`config.mk`:
```
export PLATFORM = sky130hd
export DESIGN_NAME = t03_load_store_unit
export DESIGN_NICKNAME = d
export VERILOG_FILES = /design/src/rtl/t03_load_store_unit.sv
export SDC_FILE = /design/constraint.sdc
export NUM_CORES = 1
export LEC_CHECK = 0
export CAP_MARGIN = 20
export CORE_MARGIN = 8
export CORE_UTILIZATION = 39
export DETAILED_ROUTE_END_ITERATION = 6
export PLACE_DENSITY = 0.77
export SETUP_SLACK_MARGIN = 0.3
export SLEW_MARGIN = 20
export SYNTH_ARGS = -nofsm -noshare
export SYNTH_HDL_FRONTEND = slang
export SYNTH_SLANG_ARGS = --single-unit
```
`constraint.sdc`:
```
create_clock -name clk -period 3.8 [get_ports clk]
set_input_delay 0.76 -clock clk [delete_from_list [all_inputs] [get_ports clk]]
set_output_delay 0.76 -clock clk [all_outputs]
set_load 0.01 [all_outputs]
```
`src/rtl/t03_load_store_unit.sv`:
```
// t03_load_store_unit: RV32I memory-access stage.
// Issues one data-bus transaction per load/store, freezes the core until it
// completes, steers byte lanes and sign/zero-extends load results.
// Optional ack timeout: define LSU_TIMEOUT_EN (limit set by TIMEOUT_CYCLES).
module t03_load_store_unit #(
  parameter int unsigned TIMEOUT_CYCLES = 255
) (
  input  logic        clk,
  input  logic        rst,
  input  logic        mem_read,
  input  logic        mem_write,
  input  logic [2:0]  funct3,
  input  logic [31:0] alu_result,
  input  logic [31:0] store_data,
  input  logic        bus_ack,
  input  logic [31:0] bus_rdata,
  output logic        bus_read,
  output logic        bus_write,
  output logic [31:0] bus_addr,
  output logic [31:0] bus_wdata,
  output logic [3:0]  bus_sel,
  output logic [31:0] load_data,
  output logic        freeze,
  output logic        access_fault,
  output logic        bus_error
);

  typedef enum logic [1:0] {
    S_IDLE = 2'd0,
    S_REQ  = 2'd1,
    S_DONE = 2'd2
  } state_t;

  state_t      r_state;
  logic        r_bus_read;
  logic        r_bus_write;
  logic [31:0] r_bus_addr;
  logic [31:0] r_bus_wdata;
  logic [3:0]  r_bus_sel;
  logic [31:0] r_load_data;
  logic        r_access_fault;
  logic [1:0]  r_off;
  logic [2:0]  r_f3;

  logic        w_single;
  logic        w_both;
  logic        w_f3_ok;
  logic        w_align_ok;
  logic        w_start;
  logic        w_fault;
  logic [1:0]  w_off;
  logic [3:0]  w_sel;
  logic [31:0] w_wdata;
  logic [7:0]  w_byte;
  logic [15:0] w_half;
  logic [31:0] w_load_ext;

`ifdef LSU_TIMEOUT_EN
  logic [31:0] r_tcnt;
  logic        r_bus_error;
  logic        w_tmo;

  assign w_tmo     = (r_tcnt == (TIMEOUT_CYCLES - 32'd1));
  assign bus_error = r_bus_error;
`else
  logic [31:0] w_unused_timeout;

  assign w_unused_timeout = TIMEOUT_CYCLES;
  assign bus_error        = 1'b0;
`endif

  assign w_off = alu_result[1:0];

  // Request decode: legality of funct3 for the op and natural alignment
  always_comb begin
    w_single   = mem_read ^ mem_write;
    w_both     = mem_read & mem_write;
    w_f3_ok    = 1'b0;
    w_align_ok = 1'b0;
    case (funct3)
      3'b000: begin
        w_f3_ok    = 1'b1;
        w_align_ok = 1'b1;
      end
      3'b001: begin
        w_f3_ok    = 1'b1;
        w_align_ok = ~alu_result[0];
      end
      3'b010: begin
        w_f3_ok    = 1'b1;
        w_align_ok = (w_off == 2'b00);
      end
      3'b100: begin
        w_f3_ok    = mem_read;
        w_align_ok = 1'b1;
      end
      3'b101: begin
        w_f3_ok    = mem_read;
        w_align_ok = ~alu_result[0];
      end
      default: begin
        w_f3_ok    = 1'b0;
        w_align_ok = 1'b0;
      end
    endcase
    w_start = w_single & w_f3_ok & w_align_ok;
    w_fault = w_both | (w_single & ~(w_f3_ok & w_align_ok));
  end

  // Byte-enable and store-data lane replication by access width
  always_comb begin
    w_sel   = 4'b1111;
    w_wdata = store_data;
    case (funct3[1:0])
      2'b00: begin
        w_sel   = 4'b0001 << w_off;
        w_wdata = {4{store_data[7:0]}};
      end
      2'b01: begin
        w_sel   = 4'b0011 << w_off;
        w_wdata = {2{store_data[15:0]}};
      end
      default: begin
        w_sel   = 4'b1111;
        w_wdata = store_data;
      end
    endcase
  end

  // Load lane extraction and extension from the registered offset/width.
  // Halfword loads are always even-aligned here, so r_off[1] picks the half.
  always_comb begin
    w_byte     = bus_rdata[7:0];
    case (r_off)
      2'd0:    w_byte = bus_rdata[7:0];
      2'd1:    w_byte = bus_rdata[15:8];
      2'd2:    w_byte = bus_rdata[23:16];
      default: w_byte = bus_rdata[31:24];
    endcase
    w_half     = r_off[1] ? bus_rdata[31:16] : bus_rdata[15:0];
    w_load_ext = bus_rdata;
    case (r_f3)
      3'b000:  w_load_ext = {{24{w_byte[7]}}, w_byte};
      3'b001:  w_load_ext = {{16{w_half[15]}}, w_half};
      3'b100:  w_load_ext = {24'd0, w_byte};
      3'b101:  w_load_ext = {16'd0, w_half};
      default: w_load_ext = bus_rdata;
    endcase
  end

  // Access FSM with registered bus request, fault/error pulses and load result
  always_ff @(posedge clk or posedge rst) begin
    if (rst) begin
      r_state        <= S_IDLE;
      r_bus_read     <= 1'b0;
      r_bus_write    <= 1'b0;
      r_bus_addr     <= '0;
      r_bus_wdata    <= '0;
      r_bus_sel      <= '0;
      r_load_data    <= '0;
      r_access_fault <= 1'b0;
      r_off          <= '0;
      r_f3           <= '0;
`ifdef LSU_TIMEOUT_EN
      r_tcnt         <= '0;
      r_bus_error    <= 1'b0;
`endif
    end else begin
      r_access_fault <= 1'b0;
`ifdef LSU_TIMEOUT_EN
      r_bus_error    <= 1'b0;
`endif
      case (r_state)
        S_IDLE: begin
          if (w_start) begin
            r_bus_addr  <= {alu_result[31:2], 2'b00};
            r_bus_sel   <= w_sel;
            r_bus_wdata <= w_wdata;
            r_bus_read  <= mem_read;
            r_bus_write <= mem_write;
            r_off       <= w_off;
            r_f3        <= funct3;
`ifdef LSU_TIMEOUT_EN
            r_tcnt      <= '0;
`endif
            r_state     <= S_REQ;
          end else if (w_fault) begin
            r_access_fault <= 1'b1;
          end
        end
        S_REQ: begin
          if (bus_ack) begin
            if (r_bus_read) begin
              r_load_data <= w_load_ext;
            end
            r_bus_read  <= 1'b0;
            r_bus_write <= 1'b0;
            r_state     <= S_DONE;
          end
`ifdef LSU_TIMEOUT_EN
          else if (w_tmo) begin
            r_bus_error <= 1'b1;
            if (r_bus_read) begin
              r_load_data <= '0;
            end
            r_bus_read  <= 1'b0;
            r_bus_write <= 1'b0;
            r_state     <= S_DONE;
          end else begin
            r_tcnt <= r_tcnt + 32'd1;
          end
`endif
        end
        S_DONE: begin
          r_state <= S_IDLE;
        end
        default: begin
          r_state <= S_IDLE;
        end
      endcase
    end
  end

  assign bus_read     = r_bus_read;
  assign bus_write    = r_bus_write;
  assign bus_addr     = r_bus_addr;
  assign bus_wdata    = r_bus_wdata;
  assign bus_sel      = r_bus_sel;
  assign load_data    = r_load_data;
  assign access_fault = r_access_fault;
  // Freeze is combinational in IDLE so the core stalls on the issuing cycle
  assign freeze       = ~rst & (((r_state == S_IDLE) & w_start) | (r_state == S_REQ));

endmodule
```
==> impl_metrics.json, run 1 <==
{
  "status": "complete, no violations",
  "finalHoldViolCount": 0,
  "leakagePower_nw": 3.414,
  "yosysUniqueCellTypes": 38,
  "synthTopCellsByArea": "dfrtp_1 53%, mux2_1 9.5%, nand2_1 5.5%, mux2i_1 4.7%, o21ai_1 2.8%",
  "drt-initial-drc-count": 261,
  "synth_edf_count": 0,
  "worstSkewPairLatency_ps": 350,
  "clockBufferDepth": 2,
  "grtUsageTotal_pct": 18.41,
  "synth_top_family_by_area": "multiplexers",
  "power.share.switching_pct": 32.04,
  "syn_area_per_cell_sq_um": 10.79,
  "worst_setup_path_start_kind": "input port",
  "initial_core_util_pct": 40.04,
  "cp.required_ps": 3040,
  "htree_levels": 3,
  "place_hpwl_um": 12000,
  "dieWidth_um": 130.1,
  "grt_pass1_wl_um": 24200,
  "die_y_um": 130.1,
  "hp-class": "reg -> reg",
  "ctsHoldBuffers": 0,
  "switchingPower_mw": 1.559,
  "cts_sinks": 108,
  "synthAdderAreaFrac_pct": 0.2466,
  "synth_top_area_cell": "dfrtp_1",
  "numCtsBuffers": 9,
  "cp-end-kind": "output port",
  "async_reset_ff_share_pct": 100.0,
  "area_growth_pct": 50.51,
  "grt_max_degree": 57,
  "ctsRootBufferMaster": "clkbuf_16",
  "synth_compound_area_share_pct": 10.16,
  "wl_per_cell_um": 18.62,
  "cp.arrival_ps": 2240,
  "core-area_sq_um": 12670,
  "drc": 0,
  "max_freq_mhz": 333.2,
  "min_period_ps": 3001,
  "comb_power_share_pct": 39.7,
  "numPortBuffers": 205,
  "tightestPinTransition_ps": 970.7,
  "synthSimpleGateAreaFrac_pct": 15.59,
  "wirelength_um": 15640,
  "stdcell_area_sq_um": 7636,
  "finalCritPeriodShare_pct": 78.98,
  "clk_pin_slew_ps": 70,
  "worst_slack_ps": 798.6,
  "nNetsFinal": 768,
  "post_synth_xor_area_fraction_pct": 0,
  "power.share.clock_pct": 21.4,
  "routabilityCongestion": 0.8917,
  "ios": 209,
  "vias": 4337,
  "fin_skew_ps": 7.202,
  "grt_pass1_vias": 4590,
  "ys_seq_area_share_pct": 53.27,
  "synth_top_area_share_pct": 53.27,
  "yosysMostFrequentCell": "dfrtp_1",
  "synth_ff_type": "dfrtp_1",
  "cp_max_fo": 3,
  "setup_viol": 0,
  "holdWs_ps": 491.6,
  "synth_seq_cells": 108,
  "std_cell_rows": 41,
  "p_int_mw": 3.307,
  "slew_violations": 0,
  "relSlewSlack_pct": 35.05,
  "dr.pass1.iters": 5,
  "placed_area_sq_um": 7288,
  "overflow": 0,
  "pre_cts_ws_ps": 275.1,
  "yosys_warnings": 0,
  "max-vdd-ir-drop_mv": 0.3192,
  "critPathKind": "in -> out",
  "rsz0062_at_grt": "false",
  "cts_tree": "done",
  "vias_per_cell": 5.163,
  "synth_cells": 470,
  "antenna_found_initial": 0,
  "drive_gt1_share_pct": 9.281,
  "insertedDiodeCount": 0,
  "final_antenna_net_count": 0,
  "synthMuxAreaShare_pct": 16.28,
  "yosys-top-cells-count": "108 x dfrtp_1, 75 x nand2_1, 43 x mux2_1, 28 x o21ai_1",
  "p_per_area_nw_per_um2": 637.3,
  "fp.dieArea_sq_um": 16920,
  "pwr-share-seq_pct": 38.9,
  "fin_setup_tns_ps": 0,
  "cap_viol_max_count": 0,
  "synthesis.area_sq_um": 5074
}
## area by class of cell
| cell class | count | area (sq um) |
|---|---|---|
| Tap cell | 172 | 215.2 |
| Sequential cell | 108 | 2703 |
| Inverter | 8 | 33.78 |
| Clock inverter | 6 | 92.59 |
| Clock buffer | 10 | 239.0 |
| Timing Repair Buffer | 217 | 2185 |
| Fill cell | 1067 | 5035 |
| Multi-Input combinational cell | 319 | 2168 |
## cells in the final DEF (no fill, tap or decap), types with 7 or more instances in the layout
cell type,count
a21oi_1,12
a22oi_1,9
a31oi_1,7
buf_4,9
clkbuf_16,9
clkdlybuf4s50_1,203
dfrtp_1,108
inv_1,7
mux2_1,43
mux2_2,9
mux2i_1,24
nand2_1,75
nand2b_1,7
nand3_1,24
nand3_2,10
nor2_1,20
nor3_1,11
o21ai_0,11
o21ai_1,28
o221a_2,7
## timing repair
item                                    in CTS  in global routing
endpoints found under the setup margin       1                  1
buffers inserted                             0                  1
cloned                                       0                  0
resized for setup                            1                  3
pin swaps                                    1                  1
## path summary, 6_finish.rpt
check	to	cells after the start	slack (ps)	startpoint
min in group asynchronous	bus_write$_DFFE_PP0P_	2	910	rst
setup / recovery	freeze	7	800	mem_read
hold reg to reg	bus_sel[3]$_DFFE_PP0P_	2	490	bus_sel[3]$_DFFE_PP0P_
setup reg to reg	load_data[26]$_DFFE_PP0P_	4	1620	r_off[1]$_DFFE_PP0P_
hold / removal	bus_sel[3]$_DFFE_PP0P_	2	490	bus_sel[3]$_DFFE_PP0P_
max in group asynchronous	load_data[8]$_DFFE_PP0P_	3	2140	rst
## sequential cells by signal (all words and copies together) (netlist names)
register	cells
access_fault	1
bus_addr	30
bus_read	1
bus_sel	4
bus_wdata	32
bus_write	1
load_data	32
r_f3	3
r_off	2
r_state	2
## critical path: stages
cell	delay [ps]
clkdlybuf4s50_1	450
ha_1	310
a21boi_2	180
and3_1	190
nor2_1	40
nor3_1	120
dlymetal6s2s_1	190
## stage by stage
step | util [%] | std cells | power [mW]
3_5_place_dp | 57.52 | 823 | 3.870
2_1_floorplan | - | 472 | 2.676
5_1_grt | 60.26 | 840 | 5.147
6_report | 60.26 | 840 | 4.866
4_1_cts | 60.14 | 839 | 4.931
3_3_place_gp | 57.52 | 823 | 3.812
## layer usage
layer  GRT usage, %  vias up  part of all wire, %
met2          30.44      189                   47
met5              0        -                    0
met4          6.831        0                  1.8
met1          20.96     2110                   40
met3          7.548       19                   12
li1               -     2019                    -
## power groups by stage
stage	combinational, mW	sequential (mW)	clock [mW]
2_1_floorplan	0.671	2.01	0
3_3_place_gp	1.92	1.89	0
3_5_place_dp	1.96	1.92	0
4_1_cts	1.97	1.90	1.07
5_1_grt	2.08	1.96	1.11
6_report	1.93	1.89	1.04
## kinds of logic (layout without fill, tap and decap cells)
| logic type | count (synthesis) | after routing |
|---|---|---|
| simple gates | 159 | 159 |
| buf+inv | 45 | 241 |
| other cells | 1 | 3 |
| mux | 76 | 76 |
| flops | 108 | 108 |
| fa+ha+maj | 1 | 1 |
| compound gates | 80 | 80 |
No activity file was read; power rests on OpenSTA's default activity.
==> inputs of run 2 (changes only) <==
Clock period 3.8 ns to 2.5 ns, I/O delays scaled along.
==> impl_metrics.json, run 2 (same netlist as run 1, synthesis figures left out) <==
{
  "crit_chain": "clkdlybuf4s15_1 -> o41ai_4 -> and3_4 -> nor2_1 -> nor3_1 -> buf_2",
  "overflow": 0,
  "ios": 209,
  "htree_levels": 3,
  "critPathBufInv": 2,
  "vias_per_cell": 5.175,
  "vias": 4404,
  "grt_use_met2_pct": 30.74,
  "cts_sinks": 108,
  "cp.required_ps": 2000,
  "core-area_sq_um": 12670,
  "rsz0062_at_grt": "false",
  "setup_viol": 0,
  "hp-class": "in -> reg",
  "area_growth_pct": 52.33,
  "r2r_setup_slack_ps": 550,
  "max-vdd-ir-drop_mv": 0.4841,
  "die_y_um": 130.1,
  "ctsRootBufferMaster": "clkbuf_16",
  "fin_skew_ps": 12.04,
  "finalHoldViolCount": 0,
  "grt_max_degree": 109,
  "drt-initial-drc-count": 307,
  "slew_violations": 0,
  "worst_slack_ps": 389.1,
  "insertedDiodeCount": 0,
  "grt_pass1_vias": 4728,
  "wirelength_um": 15790,
  "max_freq_mhz": 473.7,
  "finalCritPeriodShare_pct": 84.43,
  "numPortBuffers": 205,
  "max_stage_delay_ps": 330,
  "p_per_area_nw_per_um2": 975.5,
  "min_period_ps": 2111,
  "layout_common_cells": "197 x clkdlybuf4s50_1, 108 x dfrtp_1, 75 x nand2_1",
  "worstSkewPairLatency_ps": 350,
  "routabilityCongestion": 0.9154,
  "fp.dieArea_sq_um": 16920,
  "cts_tree": "done",
  "clk_pin_slew_ps": 70,
  "holdWs_ps": 464.6,
  "cp.arrival_ps": 1610,
  "dr.pass1.iters": 5,
  "std_cell_rows": 41,
  "initial_core_util_pct": 40.04,
  "use_met1_pct": 21.45,
  "grt_util_met3_pct": 7.140,
  "seq_area_sq_um": 2703,
  "multi_input_area_sq_um": 2193,
  "clockBufferDepth": 2,
  "status": "complete, no violations",
  "leakagePower_nw": 3.461,
  "relSlewSlack_pct": 37.03,
  "tightestPinTransition_ps": 941.1,
  "cap_viol_max_count": 0,
  "worst_setup_path_start_kind": "input port",
  "layout_commonest_cell": "clkdlybuf4s50_1",
  "cp_max_fo": 2,
  "numCtsBuffers": 9,
  "final_antenna_net_count": 0,
  "grtUsageTotal_pct": 18.65,
  "drc": 0,
  "pre_cts_ws_ps": -461.5,
  "place_hpwl_um": 11970,
  "grt_pass1_wl_um": 24520,
  "crit_path_top_delay_cell": "o41ai_4",
  "postLayoutCoreUtil_pct": 61.00,
  "cp-end-kind": "output port",
  "dieWidth_um": 130.1,
  "drive_gt1_share_pct": 11.78,
  "critical-path-top-delay-family": "simple AND/OR/NAND/NOR gates",
  "nNetsFinal": 779,
  "critPathKind": "in -> out",
  "fillers": 1080,
  "antenna_found_initial": 1,
  "fin_setup_tns_ps": 0,
  "top_usage_layer": "met2",
  "wl_per_cell_um": 18.56
}
[run 2: worst paths after layout]
| path | from | to | cells after the start |
|---|---|---|---|
| min in group asynchronous | rst | bus_addr[20]$_DFFE_PP0P_ | 3 |
| setup / recovery | alu_result[1] | freeze | 6 |
| max in group asynchronous | rst | bus_wdata[10]$_DFFE_PP0P_ | 3 |
| hold reg to reg | bus_wdata[26]$_DFFE_PP0P_ | bus_wdata[26]$_DFFE_PP0P_ | 2 |
| setup reg to reg | r_f3[0]$_DFFE_PP0P_ | load_data[8]$_DFFE_PP0P_ | 4 |
| hold / removal | mem_write | bus_write$_DFFE_PP0P_ | 3 |
[run 2: repair_timing]
action,CTS,global route
setup endpoints to repair,9,2
setup buffers,2,0
gates resized for setup,22,7
hold buffers,0,0
pin swaps,4,3
[run 2: where the power goes]
group          switching, mW  leakage, nW  total, mW  internal, mW
registers              0.408         1.32       2.80          2.39
clock network          0.671        0.171       1.69          1.02
logic                   1.31         1.97       3.05          1.74
total                   2.39         3.46       7.54          5.15
[run 2: area by class of cell]
cell class | count | share of cell area, %
Sequential cell | 108 | 34.97
Timing Repair Buffer | 228 | 28.82
Multi-Input combinational cell | 319 | 28.38
Clock buffer | 10 | 3.092
Tap cell | 172 | 2.785
Clock inverter | 6 | 1.522
Inverter | 8 | 0.4371
[run 2: layer usage]
| metal | vias to the layer above | routed length [um] |
|---|---|---|
| li1 | 2033 | - |
| met4 | 2 | 350 |
| met2 | 203 | 7404 |
| met1 | 2137 | 6286 |
| met3 | 29 | 1741 |
| met5 | - | 8 |
[run 2: worst min-delay path, cell delays in order]
cell	delay (ps)
buf_2	120
inv_1	70
o21ai_1	70
[run 2: through the flow]
step / area (sq um) / instances / total power [mW]
2_1_floorplan: 5085 / 472 / 4.068
3_3_place_gp: 7351 / 833 / 5.826
3_5_place_dp: 7351 / 833 / 5.912
4_1_cts: 7747 / 851 / 7.634
5_1_grt: 7729 / 851 / 7.949
6_report: 7729 / 851 / 7.539
==> inputs of run 3 (changes only) <==
Settings changed: CORE_UTILIZATION 39 to 41.
Clock period 2.5 ns to 2 ns, I/O delays scaled along.
==> impl_metrics.json, run 3 (same netlist as run 1, synthesis figures left out) <==
{
  "cp.required_ps": 1600,
  "holdPathStages": 3,
  "grt_max_degree": 87,
  "vias_per_cell": 5.171,
  "ctsRootBufferMaster": "clkbuf_16",
  "max_freq_mhz": 540.7,
  "area_growth_pct": 55.09,
  "leakagePower_nw": 3.801,
  "core-area_sq_um": 12060,
  "overflow": 0,
  "p_per_area_nw_per_um2": 1147,
  "clockBufferDepth": 2,
  "vias": 4457,
  "drt-initial-drc-count": 415,
  "fin_setup_tns_ps": 0,
  "dr.pass1.iters": 4,
  "numPortBuffers": 205,
  "place_hpwl_um": 11950,
  "cts_tree": "done",
  "grtUsageTotal_pct": 19.91,
  "layout_commonest_cell": "clkdlybuf4s50_1",
  "finalCritPeriodShare_pct": 92.47,
  "worstSkewPairLatency_ps": 350,
  "routabilityCongestion": 0.8710,
  "hp-class": "in -> reg",
  "finalPower_mw": 9.022,
  "layout_common_cells": "167 x clkdlybuf4s50_1, 108 x dfrtp_1, 74 x nand2_1",
  "grt_pass1_vias": 4896,
  "ios": 209,
  "nNetsFinal": 793,
  "rr_worst_depth": 4,
  "std_cell_rows": 40,
  "drive_gt1_share_pct": 14.00,
  "rsz0062_at_grt": "true",
  "htree_levels": 3,
  "cp_max_fo": 2,
  "wl_per_cell_um": 18.75,
  "numCtsBuffers": 9,
  "clk_pin_slew_ps": 70,
  "tightestPinTransition_ps": 511.9,
  "seq_area_sq_um": 2703,
  "max-vdd-ir-drop_mv": 0.6831,
  "min_period_ps": 1849,
  "dieWidth_um": 127.2,
  "fin_skew_ps": 6.785,
  "setup_viol": 0,
  "grt_pass1_wl_um": 25830,
  "cap_viol_max_count": 0,
  "fp.dieArea_sq_um": 16190,
  "relSlewSlack_pct": 65.87,
  "wirelength_um": 16170,
  "die_y_um": 127.2,
  "holdWs_ps": 305.2,
  "multi_input_area_sq_um": 2225,
  "final_antenna_net_count": 0,
  "cts_sinks": 108,
  "drc": 0,
  "cp-end-kind": "output port",
  "slew_violations": 0,
  "status": "complete, no violations",
  "critPathKind": "in -> out",
  "fillers": 907,
  "antenna_found_initial": 2,
  "cp.arrival_ps": 1450,
  "initial_core_util_pct": 42.06,
  "finalHoldViolCount": 0,
  "worst_setup_path_start_kind": "input port"
}
run 3: layer usage:
| metal | part of all wire (%) | global-route usage (%) |
|---|---|---|
| met5 | 0.062 | 0 |
| met1 | 40 | 23.09 |
| met3 | 10 | 7.654 |
| met2 | 48 | 32.60 |
| met4 | 2.0 | 7.838 |
run 3: worst paths after layout:
path,start,endpoint,slack (ps)
min in group asynchronous,rst,bus_addr[30]$_DFFE_PP0P_,620
max in group asynchronous,rst,bus_wdata[6]$_DFFE_PP0P_,980
setup reg to reg,r_off[1]$_DFFE_PP0P_,load_data[12]$_DFFE_PP0P_,380
hold / removal,mem_write,bus_write$_DFFE_PP0P_,310
hold reg to reg,bus_wdata[11]$_DFFE_PP0P_,bus_wdata[11]$_DFFE_PP0P_,480
setup / recovery,mem_read,freeze,150
run 3: worst max-delay path, cell delays in order:
cell      delay (ps)
buf_8            100
ha_4             260
a21boi_4         170
and3_4           210
nor2_2            30
nor3_1           120
buf_2            160
run 3: through the flow:
stage	cell area [sq um]	util (%)	std cells	setup WS, ps
6_report	7869	65.24	862	150.5
5_1_grt	7869	65.24	862	108.6
4_1_cts	7756	64.31	858	129.1
3_5_place_dp	7448	61.75	840	-668.3
3_3_place_gp	7448	61.75	840	-634.3
2_1_floorplan	5106	-	472	289.5
run 3: final cells by class:
class | instances | area share [%]
inverters | 8 | 0.4293
clock inverters | 4 | 0.4293
multi-input cells | 320 | 28.27
diodes | 1 | 0.03180
repair buffers | 241 | 30.69
well taps | 168 | 2.671
clock buffers | 12 | 3.132
flip-flops and latches | 108 | 34.35
run 3: repair_timing:
action / CTS / global route
pin swaps: 4 / 3
hold buffers: 0 / 0
resized for setup: 41 / 33
cloned: 0 / 1
endpoints found under the setup margin: 77 / 50
endpoints found under the hold margin: 0 / 0
buffers inserted: 2 / 2
run 3: where the power goes:
part / internal, mW / switching, mW / leakage (nW)
Sequential: 2.99 / 0.488 / 1.32
Clock: 0.889 / 0.798 / 0.133
Combinational: 2.16 / 1.69 / 2.35
